## src/rtl/ps2_frame_rx_pkg.sv

```systemverilog
// Shared definitions for the PS/2 frame receiver: FSM state encoding,
// frame geometry and the odd-parity helper.
// No ports; imported by ps2_frame_rx.
package ps2_frame_rx_pkg;

  typedef enum logic [1:0] {
    ST_IDLE   = 2'd0,
    ST_DATA   = 2'd1,
    ST_PARITY = 2'd2,
    ST_STOP   = 2'd3
  } state_t;

  localparam int PS2_DATA_BITS = 8;

  // PS/2 uses odd parity: data bits plus parity bit hold an odd number of ones.
  function automatic logic parity_ok(input logic [PS2_DATA_BITS-1:0] data, input logic pbit);
    return ^{data, pbit};
  endfunction

endpackage

```

## src/rtl/ps2_line_filter.sv

```systemverilog
// Synchroniser, glitch filter and falling-edge strobe for one asynchronous PS/2 line.
// Ports: clk, reset (async active-low), raw (pin), level (filtered line), fall (1-cycle 1->0 strobe).
// Latency: raw change reaches level/fall after 2 sync flops plus FILTER_LEN samples.
module ps2_line_filter #(
  parameter int FILTER_LEN = 8
) (
  input  logic clk,
  input  logic reset,
  input  logic raw,
  output logic level,
  output logic fall
);

  localparam int CW = $clog2(FILTER_LEN + 1);

  logic [1:0]    sync;
  logic [CW-1:0] cnt;

  // cnt counts consecutive synced samples that disagree with level; any
  // agreeing sample restarts it, so pulses shorter than FILTER_LEN vanish.
  always_ff @(posedge clk or negedge reset) begin
    if (!reset) begin
      sync  <= 2'b11;
      level <= 1'b1;
      cnt   <= '0;
      fall  <= 1'b0;
    end else begin
      sync <= {sync[0], raw};
      fall <= 1'b0;
      if (sync[1] == level) begin
        cnt <= '0;
      end else if (cnt == CW'(FILTER_LEN - 1)) begin
        level <= sync[1];
        cnt   <= '0;
        fall  <= level;  // level is about to go 1->0 only if it is 1 now
      end else begin
        cnt <= cnt + 1'b1;
      end
    end
  end

endmodule

```

## src/rtl/ps2_frame_rx.sv

```systemverilog
// PS/2 device-to-host frame receiver: one byte per valid frame, error pulse otherwise.
// Ports: clk, reset (async active-low), ps2Clk/ps2Data (raw pins),
//        scanDone/scanCode (new byte), frameErr (frame dropped), busy (frame in progress).
module ps2_frame_rx
  import ps2_frame_rx_pkg::*;
#(
  parameter int FILTER_LEN  = 8,
  parameter int TIMEOUT_CYC = 10000,
  parameter int TO_W        = 14
) (
  input  logic                     clk,
  input  logic                     reset,
  input  logic                     ps2Clk,
  input  logic                     ps2Data,
  output logic                     scanDone,
  output logic [PS2_DATA_BITS-1:0] scanCode,
  output logic                     frameErr,
  output logic                     busy
);

  localparam int BW = $clog2(PS2_DATA_BITS);

  logic                     clk_level_unused;
  logic                     fall;
  logic [1:0]               dsync;
  logic                     data;
  state_t                   state, state_nxt;
  logic [BW-1:0]            bitcnt;
  logic [PS2_DATA_BITS-1:0] shreg;
  logic                     pbit;
  logic [TO_W-1:0]          tocnt;
  logic                     timeout;
  logic                     done_nxt, err_nxt, shift_en, pbit_en, start_en;

  ps2_line_filter #(.FILTER_LEN(FILTER_LEN)) u_clk_filter (
    .clk   (clk),
    .reset (reset),
    .raw   (ps2Clk),
    .level (clk_level_unused),
    .fall  (fall)
  );

  // Data only needs synchronising: it is stable around the clock fall, and
  // the filtered clock lags the pin by far more than these two flops.
  always_ff @(posedge clk or negedge reset) begin
    if (!reset) dsync <= 2'b11;
    else        dsync <= {dsync[0], ps2Data};
  end
  assign data = dsync[1];

  // A fall in the same cycle as the timeout wins, since it shows the device is alive.
  assign timeout = (state != ST_IDLE) && !fall && (tocnt == TO_W'(TIMEOUT_CYC - 1));
  assign busy    = (state != ST_IDLE);

  always_ff @(posedge clk or negedge reset) begin
    if (!reset) state <= ST_IDLE;
    else        state <= state_nxt;
  end

  always_comb begin
    state_nxt = state;
    done_nxt  = 1'b0;
    err_nxt   = 1'b0;
    shift_en  = 1'b0;
    pbit_en   = 1'b0;
    start_en  = 1'b0;
    if (fall) begin
      unique case (state)
        ST_IDLE: begin
          if (!data) begin
            state_nxt = ST_DATA;
            start_en  = 1'b1;
          end
        end
        ST_DATA: begin
          shift_en = 1'b1;
          if (bitcnt == BW'(PS2_DATA_BITS - 1)) state_nxt = ST_PARITY;
        end
        ST_PARITY: begin
          pbit_en   = 1'b1;
          state_nxt = ST_STOP;
        end
        ST_STOP: begin
          if (data && parity_ok(shreg, pbit)) done_nxt = 1'b1;
          else                                err_nxt  = 1'b1;
          state_nxt = ST_IDLE;
        end
        default: state_nxt = ST_IDLE;
      endcase
    end else if (timeout) begin
      err_nxt   = 1'b1;
      state_nxt = ST_IDLE;
    end
  end

  always_ff @(posedge clk or negedge reset) begin
    if (!reset) begin
      bitcnt   <= '0;
      shreg    <= '0;
      pbit     <= 1'b0;
      tocnt    <= '0;
      scanCode <= '0;
      scanDone <= 1'b0;
      frameErr <= 1'b0;
    end else begin
      scanDone <= done_nxt;
      frameErr <= err_nxt;
      if (done_nxt) scanCode <= shreg;
      if (start_en) bitcnt <= '0;
      if (shift_en) begin
        shreg  <= {data, shreg[PS2_DATA_BITS-1:1]};  // LSB arrives first
        bitcnt <= bitcnt + 1'b1;
      end
      if (pbit_en) pbit <= data;
      if (fall || state == ST_IDLE) tocnt <= '0;
      else if (tocnt != {TO_W{1'b1}}) tocnt <= tocnt + 1'b1;
    end
  end

endmodule

```

## config.mk

```make
export PLATFORM = sky130hd
export DESIGN_NAME = ps2_frame_rx
export DESIGN_NICKNAME = d
export VERILOG_FILES = /design/src/rtl/ps2_frame_rx_pkg.sv /design/src/rtl/ps2_line_filter.sv /design/src/rtl/ps2_frame_rx.sv
export SDC_FILE = /design/constraint.sdc
export NUM_CORES = 1
export LEC_CHECK = 0
export BUFFER_PORTS_ARGS = -buffer_cell sky130_fd_sc_hd__clkbuf_2
export CAP_MARGIN = 20
export CORE_ASPECT_RATIO = 2
export CORE_UTILIZATION = 25
export CTS_BUF_LIST = sky130_fd_sc_hd__clkbuf_4 sky130_fd_sc_hd__clkbuf_8
export CTS_CLUSTER_DIAMETER = 40
export CTS_CLUSTER_SIZE = 16
export DETAILED_ROUTE_END_ITERATION = 10
export SETUP_SLACK_MARGIN = 0.05
export SLEW_MARGIN = 25
export SYNTH_ARGS = -nofsm -noshare
export SYNTH_HDL_FRONTEND = slang
export SYNTH_SLANG_ARGS = --single-unit
```

## constraint.sdc

```tcl
create_clock -name clk -period 2.6 [get_ports clk]
set_input_delay 0.13 -clock clk [delete_from_list [all_inputs] [get_ports clk]]
set_output_delay 0.13 -clock clk [all_outputs]
set_load 0.03 [all_outputs]
```

; ---- Word level (Yosys, flattened, before mapping)
; Cells that the tools add are included.
[totals]
out_inout_bits = 11
word_cells = 67
inputBits = 4
regBits = 48
[op_classes]
add_sub_neg = 3
n_mux = 27
reduce_logical = 13
bitwise_logic = 1
n_eq_ne = 10
[op_table]
columns = op, count
row1 = $mux 14, 2
row2 = $mux 1, 16
row3 = $add 14x1->14 const B, 1
row4 = $eq 14x14->1 const B, 1
row5 = $ne 14x14->1 const B, 1
row6 = $reduce_xor 9->1, 1
row7 = $mux 2, 4
row8 = $mux 4, 2
row9 = $pmux 2 s4, 1
row10 = $reduce_bool 2->1, 4
row11 = $mux 3, 2
row12 = $ne 3x3->1 const B, 2
row13 = $add 4x1->4 const B, 1
row14 = $eq 2x2->1 const B, 2
row15 = $eq 4x3->1 const B, 1
row16 = $add 3x1->3 const B, 1
row17 = $eq 3x3->1 const B, 1
row18 = $logic_and 1x1->1, 3
row19 = $reduce_and 3->1, 1
row20 = $eq 2x1->1 const B, 1
row21 = $logic_not 2->1, 1
row22 = $reduce_and 2->1, 1
row23 = $eq 1x1->1, 1
row24 = $logic_not 1->1, 1
row25 = other kinds (2), 2

; ---- Depth between registers and ports, before layout
; Gate-level depths: netlist of the first run.
[depth]
depth_word = 5
mapped_depth = 8
mapped_depth_nobuf = 7

; ---- Modules after synthesis
; Synthesis of the first run repeated with hierarchy kept, for this count alone.
[hier_totals]
cells_unflattened = 188
area_unflattened_um2 = 2272.2
[modules_own_cells]
columns = mod, seq_area_each_um2, n_inst, area_per_inst_um2, cells_per_inst
row1 = ps2_frame_rx, 1003.5, 1, 1960.6, 167
row2 = ps2_line_filter, 203.9, 1, 311.5, 21

; ---- Least setup slack after synthesis of the first run
; No wires, ideal clock.
[synth_path]
kind = register to register
start = register state[0]
end = register state[1]
arrival_time_ns = 1.799
path_buffers = 1
period_less_slack_ns = 1.920
setup_time_ns = 0.121
setup_slack_ns = 0.680
t_required_ns = 2.479
stages_incl_launch_ff = 8
path_cell_list = dfrtp_1 inv_1 ha_1 or2_2 clkbuf_1 nor4_1 a21oi_1 a22o_1
[synth_between]
elab_chain_len = 5
elab_cells_between_ends = 13
cone_classes = eq/ne: 5 / mux: 2 / reduce/logical: 6
[synth_lines]
columns = item, line_no
row1 = start: declaration, ps2_frame_rx.sv:27  ; state_t state, state_nxt;
row2 = start signal: assignment, ps2_frame_rx.sv:57  ; else state <= state_nxt;
row3 = $reduce_bool 2->1, ps2_frame_rx.sv:52  ; assign timeout = (state != ST_IDLE) && !fall && (tocnt == TO_W'(TIMEOUT_CYC - 1));
row4 = $logic_and 1x1->1 (2 in a row), ps2_frame_rx.sv:52
row5 = $reduce_bool 2->1 (no line), n/a
row6 = $reduce_and 3->1 (no line), n/a
; Several ways; a longest one is shown, not always the timed one.
; A chain may end at the register's enable or synchronous reset.

; ---- Worst setup path in the final report of the first run
[layout_path]
start = register state[1]
end = register state[1]
; Same word-level chain as after synthesis.

==> out/qor.csv, run 1 <==
metric,value,unit
synth_xor_area_share,6.47,%
regToRegStartpoint,state[1],
routed_wl,4180,microns
setup_viol,0,
hold_violations,0,
holdBufCountCts,3,
yosysSeqAreaShare,54.3,%
grtUsageTotal,10.4,%
finalMaxSlewViolations,0,
cts_tree,yes,
synth_warnings,0,
period_needed,2.16,ns
syn-instance-count,189,
min_path_type,in -> async,
p_per_area,558,nW/um^2
io_pins,15,
clock_skew,0.0132,ns
crit_chain,inv_1 -> ha_1 -> or2_2 -> nor4_1 -> a21oi_1 -> a22o_1,
fillers,916,
fin_nets,222,
place_congestion,0.892,
cts-root-buf,clkbuf_8,
first_global_vias,1555,
synthArstFlopShare,100,%
fp.dieW,68.7,microns
max_freq,463,MHz
multi_input_area,982,sq um
crit_path_max_fanout,18,
post_cts_resized,0,
grt_max_degree,31,
die_y,135,microns
synth_edf_count,0,
firstDrtPassIters,4,
ir_drop,0.380,mV
netlist_area,2220,sq um
n_antenna_cell,0,
r2r_slack,0.44,ns
cts_buffers,5,
yosysUniqueCellTypes,40,
wl_per_cell,13.4,microns
synth_compound_area_share,7.42,%
timing.final.crit_share,83.0,%
worstMarginPinSlew,0.524,ns
synthMuxAreaShare,10.0,%
viasPerCell,4.76,
initial_core_util,25.7,%
syn_to_final_growth,14.7,%
fp.coreArea,8650,sq um
hpwl,3090,microns
endpoint_kind,register,
synth_nets,201,
seqCellArea,1210,sq um
max_cap_violations,0,
critPathArrivalTime,2.35,ns
ys.flop_type,dfrtp_1,
synth_top_family_by_area,simple AND/OR/NAND/NOR gates,
relSlewSlack,64.6,%
drc,0,
clockBufferDepth,2,
status,"complete, no violations",
h-tree-depth,2,
crit_type,reg -> reg,
post-cts-setup-buffers,0,
critical_path_buf_inv_count,1,
synthAdderAreaFrac,4.50,%
r2r_end,state[1],
power.leakage,0.00119,uW
ff2ff_path_depth,6,
io_buffers,14,
synth_seq_cells,48,
clk_latency,0.30,ns
critPathLaunch,state[1],
drtIter0Drc,23,
drive_gt1_share,25.1,%
clkTransAtPathRegs,0.09,ns
crit_family,simple AND/OR/NAND/NOR gates,
start_kind,register,
critPathMaxStageDelay,0.46,ns
ant_nets,0,
fin_hold_ws,0.315,ns
antenna_found_initial,0,
numClockSinks,48,
dieArea,9300,sq um
setup-tns-final,0,ns
cp_slowest_cell,or2_2,
synthSimpleGateAreaFrac,15.7,%
gr-total-overflow,0,
grt_pass1_wl,7250,microns
cp.required,2.79,ns
syn_area_per_cell,11.8,sq um
rsz0062_at_grt,false,
vias,1479,
num_rows,48,
flip-flops by register name, summed over array words and instances (netlist names), 2 cells and up:
register           cells
u_clk_filter.sync      2
shreg                  8
dsync                  2
state                  2
scanCode               8
tocnt                 14
u_clk_filter.cnt       4
bitcnt                 3
where the power goes:
group | internal (uW) | switching [uW] | total (uW)
clock | 296 | 240 | 536
sequential | 782 | 22.9 | 805
combinational | 38.8 | 43.5 | 82.2
total | 1120 | 307 | 1420
cell usage after synthesis (4+ instances only):
cell type / instances / share of area (%)
mux2_2: 18 / 9.1
nor3_1: 5 / 1.1
xor2_1: 4 / 1.6
dfstp_2: 5 / 5.9
inv_1: 5 / 0.84
dfrtp_1: 43 / 48
o21ai_0: 8 / 1.8
ha_1: 8 / 4.5
nor2_1: 18 / 3.0
nand2_1: 15 / 2.5
nand3_1: 7 / 1.6
xnor2_1: 8 / 3.1
cells in the final DEF (no fill, tap or decap), drive strengths merged, types with 4 or more instances in the layout:
cell     n
nor2    18
ha       8
inv      5
clkbuf  20
dfrtp   43
xor2     4
mux2    18
o21ai    8
nand2   15
nor3     6
dfstp    5
nand3    7
xnor2    9
final cells by class:
class / instances / area share (%)
multi-input combinational: 132 / 38.5
clock buffer: 6 / 2.99
clock inverter: 2 / 1.37
sequential: 48 / 47.3
tap: 100 / 4.90
timing repair buffer: 18 / 4.22
inverter: 5 / 0.735
cell families (layout without fill, tap and decap cells):
| kind of cell | after synthesis | after routing |
|---|---|---|
| buffers and inverters | 9 | 31 |
| AND/OR/NAND/NOR | 66 | 66 |
| AO/OA/AOI/OAI | 24 | 24 |
| XOR/XNOR | 14 | 14 |
| flip-flops | 48 | 48 |
| adder cells (fa/ha/maj) | 8 | 8 |
| multiplexers | 20 | 20 |
stage by stage:
stage               worst slack [ns]  cell area, sq um  utilization (%)  power (uW)  cells
floorplan                      0.680              2220                -         868    189
global placement               0.563              2410             27.9         899    300
detailed placement             0.473              2410             27.9         901    300
CTS                            0.444              2550             29.5        1450    311
global route                   0.328              2550             29.5        1490    311
finish                         0.442              2550             29.5        1420    311
how the worst max path moves through the flow:
stage / cells after the start / end
after global placement: 6 / tocnt[7]
after CTS: 6 / state[1]
final: 6 / state[1]
after global routing: 6 / tocnt[7]
after floorplan: 7 / state[1]
after detailed placement: 6 / state[1]
worst register-to-register path, stage by stage, from the launching register on:
cell and delay (ns):
dfrtp_1 0.42, inv_1 0.10, ha_1 0.25, or2_2 0.46, nor4_1 0.44, a21oi_1 0.12
a22o_1 0.26
routing by layer:
metal | vias to the layer above | global-route usage [%] | share of wire, %
met3 | 11 | 2.10 | 1.9
li1 | 712 | - | -
met5 | - | 0 | 0
met1 | 732 | 11.1 | 39
met2 | 24 | 18.1 | 56
met4 | 0 | 5.90 | 3.0
Note: power is estimated with default switching activity, not from simulation.
==> run 2, diff against run 1 <==
==> constraint.sdc (replaced) <==
create_clock -name clk -period 2 [get_ports clk]
set_input_delay 0.1 -clock clk [delete_from_list [all_inputs] [get_ports clk]]
set_output_delay 0.1 -clock clk [all_outputs]
set_load 0.03 [all_outputs]
==> out/qor.csv, run 2 (synthesis results as in run 1) <==
metric,value,unit,change
numClockSinks,48,,unchanged
finalNonFillerCells,327,,+5.1%
critPathMaxStageDelay,0.46,ns,about the same
post-place-cells,312,,+4.0%
max_freq,523,MHz,+13%
fillers,923,,+0.76%
worstMarginPinSlew,0.578,ns,+0.0537 ns
hold_violations,0,,unchanged
clockBufferDepth,2,,unchanged
layout_common_cells,"dfrtp_1, nor2_1, mux2_2",,
clock_skew,0.00651,ns,-0.00668 ns
cts_buffers,5,,unchanged
p_per_area,659,nW/um^2,+18%
drc,0,,unchanged
reg_top3,"tocnt: 14 flops, scanCode: 8 flops, shreg: 8 flops",,
status,"complete, no violations",,
final_cell_area,2690,sq um,+5.5%
relSlewSlack,61.5,%,-3.1 points
num_rows,48,,unchanged
clk_latency,0.31,ns,about the same
dieArea,9300,sq um,unchanged
drive_gt1_share,31.7,%,+6.6 points
critPathArrivalTime,2.11,ns,-0.24 ns
critical_path_buf_inv_count,0,,-1
fp.coreArea,8650,sq um,unchanged
regMostFlops,tocnt,,
grt_max_degree,25,,-19%
min_path_type,in -> async,,
io_buffers,14,,unchanged
endpoint_kind,register,,
max_cap_violations,0,,unchanged
clkTransAtPathRegs,0.09,ns,about the same
ant_nets,0,,unchanged
n_antenna_cell,0,,unchanged
grt_pass1_wl,7670,microns,+5.8%
ir_drop,0.481,mV,+27%
gr-total-overflow,0,,unchanged
cts-root-buf,clkbuf_8,,
final_common_cell,dfrtp_1,,
period_needed,1.91,ns,-0.247 ns
finalMaxSlewViolations,0,,unchanged
syn_to_final_growth,21.1,%,
crit_family,XOR/XNOR gates,,
h-tree-depth,2,,unchanged
start_kind,register,,
seqCellArea,1210,sq um,unchanged
crit_type,reg -> reg,,
drtIter0Drc,30,,+30%
io_pins,15,,unchanged
routed_wl,4360,microns,+4.4%
antenna_found_initial,0,,unchanged
cp_slowest_cell,xnor3_1,,
power.leakage,0.00128,uW,+7.6%
vias,1566,,+5.9%
hpwl,3260,microns,+5.4%
wl_per_cell,13.3,microns,-0.73%
fp.dieW,68.7,microns,unchanged
placed_area,2500,sq um,+3.7%
timing.final.crit_share,95.6,%,+13 points
viasPerCell,4.79,,+0.70%
place_congestion,0.745,,-16%
die_y,135,microns,unchanged
first_global_vias,1640,,+5.5%
finalPower,1780,uW,+25%
cp.required,2.20,ns,-0.59 ns
grtUsageTotal,11.2,%,+0.78 points
setup_viol,0,,unchanged
firstDrtPassIters,4,,unchanged
largest_reg_flops,14,,unchanged
rsz0062_at_grt,true,,
crit_path_max_fanout,5,,-13
fin_nets,238,,+7.2%
multi_input_area,1020,sq um,+4.3%
crit_chain,xnor2_1 -> xnor3_1 -> xnor2_2 -> nand4_4 -> mux2_2,,
cts_tree,yes,,
initial_core_util,25.7,%,unchanged
## run 2: area by class of cell
cell class	instances	share of cell area [%]
inverter	5	0.697
clock buffer	6	3.07
multi-input combinational	133	38.0
timing repair buffer	33	8.17
tap	100	4.64
sequential	48	44.8
clock inverter	2	0.557
## run 2: timing repair
| action | in CTS | in global routing |
|---|---|---|
| setup buffers | 3 | 0 |
| resized for setup | 1 | 6 |
| pin swaps | 3 | 5 |
| endpoints found under the setup margin | 9 | 19 |
| hold buffers | 3 | 0 |
| cloned | 1 | 0 |
| hold endpoints to repair | 19 | 0 |
## run 2: final timing paths
check	startpoint	end	slack, ns	depth (start not counted)
min	reset	tocnt[1]	0.31	2
max reg2reg	shreg[6]	scanCode[4]	0.09	5
max in group asynchronous	reset	scanCode[6]	1.05	3
min in group clk	dsync[0]	dsync[1]	0.36	0
min reg2reg	dsync[0]	dsync[1]	0.36	0
max	shreg[6]	scanCode[4]	0.09	5
## run 2: routing by layer
| metal | routed length (microns) | global-route usage [%] | part of all wire [%] | vias to the layer above |
|---|---|---|---|---|
| met4 | 165 | 6.58 | 3.8 | 0 |
| met1 | 1610 | 11.8 | 37 | 785 |
| met5 | 0 | 0 | 0 | - |
| li1 | - | - | - | 748 |
| met3 | 113 | 2.53 | 2.6 | 11 |
| met2 | 2480 | 19.3 | 57 | 22 |
## run 2: metrics by stage
step | TNS [ns] | hold slack, ns | util [%] | setup WS [ns]
after floorplan | 0 | -0.196 | - | 0.0796
after global placement | 0 | 0.127 | 28.9 | 0.0839
after detailed placement | 0 | 0.125 | 28.9 | 0.0288
after CTS | 0 | 0.332 | 30.9 | 0.0544
after global routing | -0.105 | 0.362 | 31.1 | -0.0220
final | 0 | 0.309 | 31.1 | 0.0884
## run 2: report_power, final
part	leakage [uW]	switching, uW	internal [uW]
clock	0.0000434	339	280
combinational	0.000581	57.0	53.6
sequential	0.000651	30.1	1020
total	0.00128	426	1350
==> run 3, diff against run 2 <==
--- a/config.mk
+++ b/config.mk
@@ -5,14 +5,14 @@
 export SDC_FILE = /design/constraint.sdc
 export NUM_CORES = 1
 export LEC_CHECK = 0
-export BUFFER_PORTS_ARGS = -buffer_cell sky130_fd_sc_hd__clkbuf_2
 export CAP_MARGIN = 20
 export CORE_ASPECT_RATIO = 2
 export CORE_UTILIZATION = 25
-export CTS_BUF_LIST = sky130_fd_sc_hd__clkbuf_4 sky130_fd_sc_hd__clkbuf_8
+export CTS_BUF_LIST = sky130_fd_sc_hd__clkbuf_8
 export CTS_CLUSTER_DIAMETER = 40
 export CTS_CLUSTER_SIZE = 16
 export DETAILED_ROUTE_END_ITERATION = 10
+export DONT_BUFFER_PORTS = 1
 export SETUP_SLACK_MARGIN = 0.05
 export SLEW_MARGIN = 25
 export SYNTH_ARGS = -nofsm -noshare
==> out/qor.csv, run 3 (synthesis results as in run 1) <==
metric,value,unit,change
status,"complete, no violations",,
placed_area,2450,sq um,-1.9%
antenna_found_initial,0,,unchanged
fp.dieW,68.7,microns,unchanged
cts_tree,yes,,
numClockSinks,48,,unchanged
cts-root-buf,clkbuf_8,,
hpwl,3110,microns,-4.6%
syn_to_final_growth,23.3,%,
vias,1519,,-3.0%
firstDrtPassIters,4,,unchanged
place_congestion,0.751,,+0.90%
largest_reg_flops,14,,unchanged
regToRegStartpoint,shreg[4],,
multi_input_area,1050,sq um,+2.2%
pwr-share-seq,55.5,%,-3.4 points
crit_type,reg -> reg,,
die_y,135,microns,unchanged
p_per_area,687,nW/um^2,+4.3%
drc,0,,unchanged
final_common_cell,dfrtp_1,,
fillers,907,,-1.7%
num_rows,48,,unchanged
io_buffers,0,,-14
p_comb_share,6.1,%,about the same
routed_wl,4590,microns,+5.2%
io_pins,15,,unchanged
pre_cts_ws,0.0340,ns,+0.00519 ns
finalMaxSlewViolations,0,,unchanged
relSlewSlack,74.2,%,+13 points
layout_common_cells,"dfrtp_1, buf_4, nor2_1, mux2_2, nand2_1",,
drive_gt1_share,30.9,%,-0.81 points
grt_pass1_wl,7840,microns,+2.3%
initial_core_util,25.7,%,unchanged
max_freq,517,MHz,-1.2%
setup_viol,0,,unchanged
cp.required,2.19,ns,about the same
seqCellArea,1210,sq um,unchanged
p_sw,438,uW,+2.8%
ant_nets,0,,unchanged
worstMarginPinSlew,0.382,ns,-0.196 ns
rsz0062_at_grt,true,,
endpoint_kind,register,,
crit_path_max_fanout,5,,unchanged
max_cap_violations,0,,unchanged
fp.coreArea,8650,sq um,unchanged
regMostFlops,tocnt,,
fin_hold_ws,0.326,ns,+0.0175 ns
drtIter0Drc,13,,-57%
grt_max_degree,49,,+96%
n_antenna_cell,0,,unchanged
grtUsageTotal,11.4,%,+0.23 points
min_path_type,in -> async,,
start_kind,register,,
final_cell_area,2740,sq um,+1.9%
setup-tns-final,0,ns,unchanged
clkTransAtPathRegs,0.10,ns,about the same
power.leakage,0.00127,uW,-0.19%
p_int,1450,uW,+7.3%
clk_latency,0.30,ns,about the same
gr-total-overflow,0,,unchanged
cts_buffers,5,,unchanged
wl_per_cell,14.3,microns,+7.5%
first_global_vias,1614,,-1.6%
hold_violations,0,,unchanged
utilization,31.7,%,+0.58 points
switching_share,23.2,%,-0.77 points
period_needed,1.93,ns,+0.0230 ns
dieArea,9300,sq um,unchanged
critPathLaunch,shreg[4],,
viasPerCell,4.75,,-0.88%
setup_slack,0.0655,ns,-0.0230 ns
critPathArrivalTime,2.13,ns,+0.02 ns
reg_top3,"tocnt: 14 flops, scanCode: 8 flops, shreg: 8 flops",,
h-tree-depth,2,,unchanged
timing.final.crit_share,96.7,%,+1.1 points
clock_skew,0.00919,ns,+0.00268 ns
ir_drop,0.334,mV,-31%
fin_nets,231,,-2.9%
clockBufferDepth,2,,unchanged
power_frac_clock,38.4,%,+3.6 points
run 3: cell count changes in the layout (fill, tap and decap cells not counted), moves of 2 or more:
cell      delta
o311ai_0     +2
clkbuf_2    -14
o311ai_1     -2
buf_4        +5
run 3: path summary, 6_finish.rpt:
path | slack [ns] | cells after the start | endpoint
worst max-delay path | 0.07 | 6 | scanCode[0]
worst min-delay path | 0.33 | 2 | tocnt[9]
worst max register to register | 0.07 | 6 | scanCode[0]
worst min register to register | 0.36 | 0 | u_clk_filter.sync[1]
max in group asynchronous | 1.41 | 2 | u_clk_filter.sync[0]
min in group clk | 0.34 | 1 | dsync[0]
run 3: layout make-up:
cell class	count	area share [%]
sequential	48	44.0
multi-input combinational	133	38.2
timing repair buffer	26	8.39
tap	100	4.56
clock buffer	5	2.51
clock inverter	3	1.69
inverter	5	0.684
run 3: routing by layer:
metal / GRT usage [%] / vias up / share of wire [%]
met5: 0 / - / 0
met4: 8.16 / 0 / 4.5
met3: 1.68 / 14 / 2.9
met2: 19.8 / 24 / 55
met1: 11.9 / 744 / 37
li1: - / 737 / -
run 3: power by group through the flow:
stage               clock (uW)  sequential [uW]  combinational [uW]
floorplan                    0             1060                72.4
global placement             0             1060                83.6
detailed placement           0             1070                84.0
CTS                        749             1050                 118
global route               792             1050                 138
finish                     724             1050                 115
run 3: what timing repair did:
action,4_1_cts,5_1_grt
endpoints found under the setup margin,8,15
hold endpoints to repair,50,0
buffers inserted,4,2
gates resized for setup,2,10
pin swaps,3,3
hold buffers,4,0
cloned,1,0
run 3: metrics by stage:
| step | total power, uW | instances |
|---|---|---|
| after floorplan | 1130 | 189 |
| after global placement | 1150 | 301 |
| after detailed placement | 1150 | 301 |
| after CTS | 1910 | 318 |
| after global routing | 1980 | 320 |
| final | 1890 | 320 |
run 3: worst max-delay path: stages (launching register included):
cell and delay (ns):
dfrtp_1 0.41, xnor2_1 0.18, xnor3_1 0.46, xnor2_2 0.16, buf_4 0.16, nand4_4 0.11
mux2_2 0.35
